## src/rtl/stage_control.sv

```systemverilog
// stage_control: per-instruction stage enable mask, illegal-opcode flag,
// stage-sequence checker and retired-instruction accounting for a
// six-stage RV32I sequencer.
module stage_control (
  input  logic        clk,
  input  logic        reset,
  input  logic [5:0]  stage_active,
  input  logic [6:0]  opcode,
  output logic [5:0]  stage_enabled,
  output logic        illegal_insn,
  output logic        seq_error,
  output logic [31:0] instret,
  output logic [2:0]  last_len
);

  // stage bit positions
  localparam int FETCH      = 0;
  localparam int DECODE     = 1;
  localparam int READ       = 2;
  localparam int EXECUTE    = 3;
  localparam int MEMORY     = 4;
  localparam int WRITE_BACK = 5;

  // one-hot stage encodings used as expected-stage states
  localparam logic [5:0] S_NONE = 6'b000000;
  localparam logic [5:0] S_F    = 6'b000001;
  localparam logic [5:0] S_D    = 6'b000010;
  localparam logic [5:0] S_R    = 6'b000100;
  localparam logic [5:0] S_E    = 6'b001000;
  localparam logic [5:0] S_M    = 6'b010000;
  localparam logic [5:0] S_WB   = 6'b100000;

  // mask for instructions that skip READ and MEMORY (also used for illegal)
  localparam logic [5:0] MASK_BASE = 6'b101011;

  // returns {illegal, mask[5:0]} for an opcode
  function automatic logic [6:0] decode_mask(input logic [6:0] op);
    logic [6:0] r;
    r = {1'b0, MASK_BASE};
    case (op)
      7'b0110011, 7'b0010011, 7'b1100011,
      7'b1100111, 7'b1110011:               r = {1'b0, 6'b101111};
      7'b0000011, 7'b0100011:               r = {1'b0, 6'b111111};
      7'b0110111, 7'b0010111,
      7'b1101111, 7'b0001111:               r = {1'b0, MASK_BASE};
      default:                              r = {1'b1, MASK_BASE};
    endcase
    return r;
  endfunction

  logic [5:0]  mask_q,     mask_d;
  logic        illegal_q,  illegal_d;
  logic        seq_err_q,  seq_err_d;
  logic [31:0] instret_q,  instret_d;
  logic [2:0]  last_len_q, last_len_d;
  logic [2:0]  len_q,      len_d;
  logic        started_q,  started_d;
  logic [5:0]  exp_q,      exp_d;

  logic [6:0]  dec;
  logic [2:0]  len_inc;
  logic        retire;

  // decode result and enable mask: live during DECODE so READ can be chosen
  // in the same cycle, latched copy otherwise
  always_comb begin
    dec           = decode_mask(opcode);
    stage_enabled = stage_active[DECODE] ? dec[5:0] : mask_q;
  end

  // next-state logic for mask, sequence checker and length accounting
  always_comb begin
    mask_d    = mask_q;
    illegal_d = illegal_q;
    if (stage_active[DECODE]) begin
      mask_d    = dec[5:0];
      illegal_d = dec[6];
    end

    // expected successor stage; any non-one-hot pattern maps to none
    case (stage_active)
      S_F:     exp_d = S_D;
      S_D:     exp_d = stage_enabled[READ]   ? S_R : S_E;
      S_R:     exp_d = S_E;
      S_E:     exp_d = stage_enabled[MEMORY] ? S_M : S_WB;
      S_M:     exp_d = S_WB;
      S_WB:    exp_d = S_F;
      default: exp_d = S_NONE;
    endcase

    seq_err_d = seq_err_q | (stage_active != exp_q);

    // saturating +1, shared by the counter and the retired length
    len_inc   = (len_q == 3'd7) ? 3'd7 : len_q + 3'd1;
    len_d     = stage_active[FETCH] ? 3'd1 : len_inc;
    started_d = started_q | stage_active[FETCH];

    // a WRITE_BACK before the first FETCH has no instruction behind it
    retire     = stage_active[WRITE_BACK] & started_q;
    instret_d  = retire ? instret_q + 32'd1 : instret_q;
    last_len_d = retire ? len_inc : last_len_q;
  end

  // state registers with synchronous reset
  always_ff @(posedge clk) begin
    if (reset) begin
      mask_q     <= MASK_BASE;
      illegal_q  <= 1'b0;
      seq_err_q  <= 1'b0;
      instret_q  <= 32'd0;
      last_len_q <= 3'd0;
      len_q      <= 3'd0;
      started_q  <= 1'b0;
      exp_q      <= S_WB;
    end else begin
      mask_q     <= mask_d;
      illegal_q  <= illegal_d;
      seq_err_q  <= seq_err_d;
      instret_q  <= instret_d;
      last_len_q <= last_len_d;
      len_q      <= len_d;
      started_q  <= started_d;
      exp_q      <= exp_d;
    end
  end

  assign illegal_insn = illegal_q;
  assign seq_error    = seq_err_q;
  assign instret      = instret_q;
  assign last_len     = last_len_q;

endmodule
```

## config.mk

```make
export PLATFORM = sky130hd
export DESIGN_NAME = stage_control
export DESIGN_NICKNAME = d
export VERILOG_FILES = /design/src/rtl/stage_control.sv
export SDC_FILE = /design/constraint.sdc
export NUM_CORES = 1
export LEC_CHECK = 0
export ABC_AREA = 1
export CORE_ASPECT_RATIO = 1.1
export CORE_MARGIN = 5
export CORE_UTILIZATION = 50
export CTS_CLUSTER_DIAMETER = 80
export DETAILED_ROUTE_END_ITERATION = 10
export PLACE_DENSITY_LB_ADDON = 0.12
export SLEW_MARGIN = 20
export SYNTH_ARGS = -nofsm -noshare
export SYNTH_HDL_FRONTEND = slang
export SYNTH_SLANG_ARGS = --single-unit
export TNS_END_PERCENT = 100
```

## constraint.sdc

```tcl
create_clock -name clk -period 1.8 [get_ports clk]
set_input_delay 0.27 -clock clk [delete_from_list [all_inputs] [get_ports clk]]
set_output_delay 0.27 -clock clk [all_outputs]
set_load 0.005 [all_outputs]
```

==> metrics, run 1 <==
Final Hold Vio Count 0; first-pass GRT wire length between 10000 and 15000 um; hpwl dp 4410 um; Setup Skew 0.00844 ns; Initial Utilization 51.1%; crit path launch type input port; Final Util 69.8%; Initial DRC Count roughly 110; Final #Nets 468; pwr dens 609 mW/mm^2; largest net degree at the start of global routing 30; syn_nets approximately 390; Worst Max-Slew Pin Slew around 0.5 ns; GPL Wtd Cong 0.853; maximum level of the CTS H-tree 2; initial antenna violation count 0; Mapped Avg Cell Area 6.93 sq um; DR pass1 iterations 4; via/cell ratio 5.03; Area Overhead vs Synth 36.5%; MaxCap Viol Count 0; worst vdd ir 479 uV; CTS tree built; post-synthesis sequential area ratio 41.5%; Clock Path Buffers 2; number of global-route vias before repair 2491; Cell variety after synth 30; final critical-path required period 1.61 ns; Total Wirelength 6090 um; Max-slew headroom 66.1%; status finished clean; crit path DAT 1.87 ns; clk root buf clkbuf_8; commonest non-fill, non-tap cell in the layout nand2_1; ANT cells 0; highest-count cells in the layout ignoring fill and taps nand2_1 (80), nor2_1 (61), dfxtp_1 (53), inv_1 (52), clkdlybuf4s50_1 (47); I/O pins 58; CP Capture Type register; Skew-Pair Late Insertion Delay 0.31 ns; Synth Instances ~370; routed vias 2567; Yosys warning count 0; Post-Syn Area around 0.0026 sq mm; number of CTS-inserted buffers 5; CP Max Fanout 2; layout cells sized above 1 11.7%; die width 78.2 um; critical path class input port to register; setup violators final 0; total congestion overflow 0; clock sink count 53; CTS clock-pin slew for the worst setup and hold paths 0.11 ns; Die H 85.0 um; Total GRT Usage between 10% and 20%; RSZ-0062 raised after global routing false; core area 0.00500 sq mm; Post-Layout Cell Count a little over 500; Synth Register Bits 53; DR WL/cell 11.9 um; CTS Hold Bufs 0; Leak 0.00152 uW; Std-Cell Rows 27; Placed Instances 493; worst hold path type input port to register; Final Cycle Share 89.6%; Final Power between 2000 and 2500 uW; area of placed instances 0.00330 sq mm; Slew Limit Fails 0; Residual DRC 0; cell area after layout 0.00349 sq mm; Die ar. 0.00664 sq mm; port bufs 57; worst path required time 2.06 ns; Achievable Freq 620 MHz; Detail Route Antenna Nets 0
report_power, final:
group          leakage, uW  switching (uW)  internal, uW
clock            0.0000487             424           284
sequential        0.000430            12.2          1190
combinational      0.00104             100           110
layer usage:
layer	vias to the layer above	part of all wire (%)	global-route usage, %
met1	1169	46	23.5
li1	1334	-	-
met4	0	1.2	6.68
met5	-	0	0
met3	7	4.2	4.14
met2	57	49	33.6
critical path: stages:
cell,delay (ns)
dlymetal6s2s_1,0.13
nand2_2,0.09
inv_2,0.05
buf_4,0.12
buf_4,0.12
buf_4,0.12
buf_4,0.12
buf_4,0.12
buf_4,0.12
buf_4,0.12
buf_4,0.12
buf_4,0.12
nand3_1,0.07
a31oi_1,0.05
o21ai_1,0.13
cells in the mapped netlist:
cell type / number / area, sq um
a21oi_1: 16 / 80.1
a31oi_1: 3 / 18.8
buf_1: 1 / 3.75
clkbuf_1: 4 / 15.0
dfxtp_1: 53 / 1060
ha_1: 2 / 25.0
inv_1: 54 / 203
inv_2: 1 / 3.75
nand2_1: 81 / 304
nand2_2: 1 / 6.26
nand3_1: 22 / 110
nand3_2: 2 / 20.0
nand3_4: 2 / 35.0
nand3b_1: 1 / 7.51
nand4_1: 12 / 75.1
nor2_1: 63 / 236
nor2_2: 1 / 6.26
nor2_4: 4 / 45.0
nor2_8: 1 / 20.0
nor3_1: 7 / 35.0
nor3b_1: 4 / 30.0
nor4_1: 3 / 18.8
o2111ai_1: 1 / 8.76
o21a_1: 1 / 7.51
o21ai_0: 15 / 75.1
o21ai_1: 2 / 10.0
o21bai_1: 2 / 15.0
or2_2: 3 / 18.8
xnor2_1: 3 / 26.3
xor2_1: 4 / 35.0
path summary, 6_finish.rpt:
path                           startpoint                         to  slack [ns]  cells after the start
setup / recovery                opcode[1]  illegal_insn$_SDFFE_PP0P_        0.19                     15
hold / removal                  opcode[2]  illegal_insn$_SDFFE_PP0P_        0.40                      4
setup reg to reg  instret[0]$_SDFFE_PP0P_   instret[24]$_SDFFE_PP0P_        0.29                      9
hold reg to reg      mask_q[0]$_SDFF_PP1_       mask_q[0]$_SDFF_PP1_        0.44                      2
area by class of cell:
class	count	area, sq um
Fill cell	422	1510
Clock inverter	3	26.3
Clock buffer	5	68.8
Timing Repair Buffer	80	766
Sequential cell	53	1060
Tap cell	58	72.6
Inverter	55	206
Multi-Input combinational cell	256	1290
kinds of logic after synthesis:
kind of cell	synth area share [%]
XOR/XNOR	2.40
flip-flops	41.5
AO/OA/AOI/OAI	8.42
adder cells (fa/ha/maj)	0.979
AND/OR/NAND/NOR	37.9
buffers and inverters	8.81
sequential cells by signal (all words and copies together), names as in the netlist:
name          flops
last_len          3
len_q             3
instret          32
illegal_insn      1
started_q         1
mask_q            6
exp_q             6
seq_error         1
timing repair:
item / in CTS / in global routing
setup buffers: 9 / 0
resized for setup: 9 / 11
setup endpoints to repair: 2 / 3
pin swaps: 3 / 3
through the flow:
step	setup TNS [ns]	setup slack (ns)	hold slack (ns)
2_1_floorplan	0	0.442	0.346
3_3_place_gp	-0.455	-0.241	0.407
3_5_place_dp	-0.506	-0.254	0.416
4_1_cts	-0.0463	-0.0463	0.443
5_1_grt	0	0.0545	0.389
6_report	0	0.187	0.395
No activity file was read; power rests on OpenSTA's default activity.
==> run 2, diff against run 1 <==
--- a/config.mk
+++ b/config.mk
@@ -8,7 +8,7 @@
 export ABC_AREA = 1
 export CORE_ASPECT_RATIO = 1.1
 export CORE_MARGIN = 5
-export CORE_UTILIZATION = 50
+export CORE_UTILIZATION = 40
 export CTS_CLUSTER_DIAMETER = 80
 export DETAILED_ROUTE_END_ITERATION = 10
 export PLACE_DENSITY_LB_ADDON = 0.12
==> metrics, run 2 (synthesized netlist as in run 1, its figures left out) <==
Die ar. 0.00809 sq mm (+22%); via/cell ratio 4.75 (-5.6%); area occupied by registers 0.00106 sq mm (unchanged); final critical-path required period 1.60 ns (-0.0180 ns); first-pass GRT wire length 10500 um (-0.84%); Skew-Pair Late Insertion Delay 0.30 ns (about the same); Total Wirelength 6110 um (+0.33%); die width 86.2 um (+10%); Switching Share 23.6% (-1.7 points); largest net degree at the start of global routing 30 (unchanged); sequential power share 59.3% (+2.6 points); pwr dens 586 mW/mm^2 (-3.7%); Max-slew headroom 61.8% (-4.2 points); crit path DAT 1.33 ns (-0.54 ns); total congestion overflow 0 (unchanged); Worst Max-Slew Pin Slew 0.568 ns (+0.0631 ns); area of placed instances 0.00337 sq mm (+2.2%); CTS clock-pin slew for the worst setup and hold paths 0.09 ns (-0.02 ns); initial antenna violation count 0 (unchanged); MaxCap Viol Count 0 (unchanged); commonest non-fill, non-tap cell in the layout nand2_1; Setup Skew 0.00790 ns (-0.000539 ns); Placed Instances 521 (+5.7%); max FFs per register 32 (unchanged); Detail Route Antenna Nets 0 (unchanged); I/O pins 58 (unchanged); setup violators final 0 (unchanged); Total GRT Usage 15.8% (-3.5 points); layout cells sized above 1 10.7% (-1.0 points); worst vdd ir 335 uV (-30%); Leak 0.00146 uW (-3.8%); Post-Layout Cell Count 528 (+3.5%); cell area after layout 0.00346 sq mm (-0.79%); switching power 479 uW (-11%); CTS tree built; Clock Path Buffers 2 (unchanged); DR pass1 iterations 4 (unchanged); status finished clean; Slew Limit Fails 0 (unchanged); hpwl dp 4670 um (+5.9%); worst path required time 1.53 ns (-0.53 ns); clock sink count 53 (unchanged); Achievable Freq 627 MHz (+1.1%); minimum hold slack 0.396 ns (+0.000993 ns); Initial Utilization 41.3% (-9.9 points); Die H 93.8 um (+10%); clock share of power 31.0% (-2.4 points); PnR worst setup slack 0.205 ns (+0.0180 ns); Cell Int Power 1550 uW (-2.3%); maximum level of the CTS H-tree 2 (unchanged); Residual DRC 0 (unchanged); worst hold path type input port to register; ANT cells 0 (unchanged); clk root buf clkbuf_8; number of CTS-inserted buffers 5 (unchanged); Final #Nets 466 (-0.43%); Final Hold Vio Count 0 (unchanged); crit path launch type input port; Combinational Power Share 9.7% (-0.2 points); Std-Cell Rows 30 (+11%); GPL Wtd Cong 0.812 (-4.9%); critical path class input port to output port; RSZ-0062 raised after global routing false; core area 0.00619 sq mm (+24%); Area Overhead vs Synth 35.4%; port bufs 57 (unchanged); Initial DRC Count 72 (-33%); CTS Hold Bufs 0 (unchanged); Final Cycle Share 88.6% (-1.0 points); highest-count cells in the layout ignoring fill and taps nand2_1 (80), nor2_1 (62), inv_1 (53), dfxtp_1 (53), clkdlybuf4s50_1 (50); number of global-route vias before repair 2433 (-2.3%); routed vias 2508 (-2.3%); Filler Cell Count 611 (+45%); CP Capture Type output port; area of the multi-input gates 0.00128 sq mm (-0.29%); DR WL/cell 11.6 um (-3.1%); CP Max Fanout 2 (unchanged); pre-CTS setup slack -0.315 ns (-0.0606 ns)
==> run 2: cell types whose count changed in the layout (fill, tap and decap cells not counted), sizes merged <==
cell	previous run	this run
dlymetal6s2s	6	2
clkdlybuf4s50	47	50
buf	23	21
clkbuf	5	6
clkinv	2	1
inv	56	55
==> run 2: path summary, 6_finish.rpt <==
check	startpoint	end	slack (ns)	cells past startpoint
worst min register to register	mask_q[1]$_SDFF_PP1_	mask_q[1]$_SDFF_PP1_	0.44	2
worst min-delay path	stage_active[1]	mask_q[4]$_SDFF_PP0_	0.40	3
worst max-delay path	opcode[1]	stage_enabled[2]	0.20	10
worst max register to register	instret[0]$_SDFFE_PP0P_	instret[22]$_SDFFE_PP0P_	0.22	8
==> run 2: layer usage <==
metal	up-vias	global-route usage [%]	wire (um)
met5	-	0	0
met4	0	5.45	94
met3	12	3.77	311
met2	51	27.0	2880
met1	1111	19.4	2820
li1	1334	-	-
==> run 2: power by group through the flow <==
stage | clock network (uW) | logic [uW] | registers, uW
3_3_place_gp | 0 | 197 | 1230
3_5_place_dp | 0 | 200 | 1230
5_1_grt | 693 | 221 | 1210
6_report | 628 | 197 | 1200
2_1_floorplan | 0 | 84.2 | 1230
4_1_cts | 658 | 198 | 1200
==> run 2: stage by stage <==
| stage | TNS [ns] | utilization (%) | power (uW) |
|---|---|---|---|
| floorplan | 0 | - | 1310 |
| global placement | -0.626 | 54.4 | 1430 |
| detailed placement | -0.720 | 54.4 | 1430 |
| CTS | -0.259 | 55.8 | 2060 |
| global route | 0 | 55.9 | 2120 |
| finish | 0 | 55.9 | 2030 |
==> run 2: worst max-delay path: stages <==
cell and delay, ns:
clkdlybuf4s50_1 0.45, nand2_1 0.08, inv_2 0.07, nand3_2 0.07, nand2_2 0.08, inv_1 0.05
nand2_1 0.05, nand2_1 0.06, inv_1 0.05, clkbuf_2 0.10
==> run 2: repair_timing <==
item	in CTS	in global routing
pin swaps	2	0
endpoints found under the setup margin	6	6
setup buffers	1	0
gates resized for setup	9	6
==> run 2: area by class of cell <==
type	instances	share of cell area, %
multi-input cells	256	37.1
flip-flops and latches	53	30.7
repair buffers	78	21.3
inverters	55	5.97
well taps	80	2.89
clock buffers	5	1.99
clock inverters	1	0.145
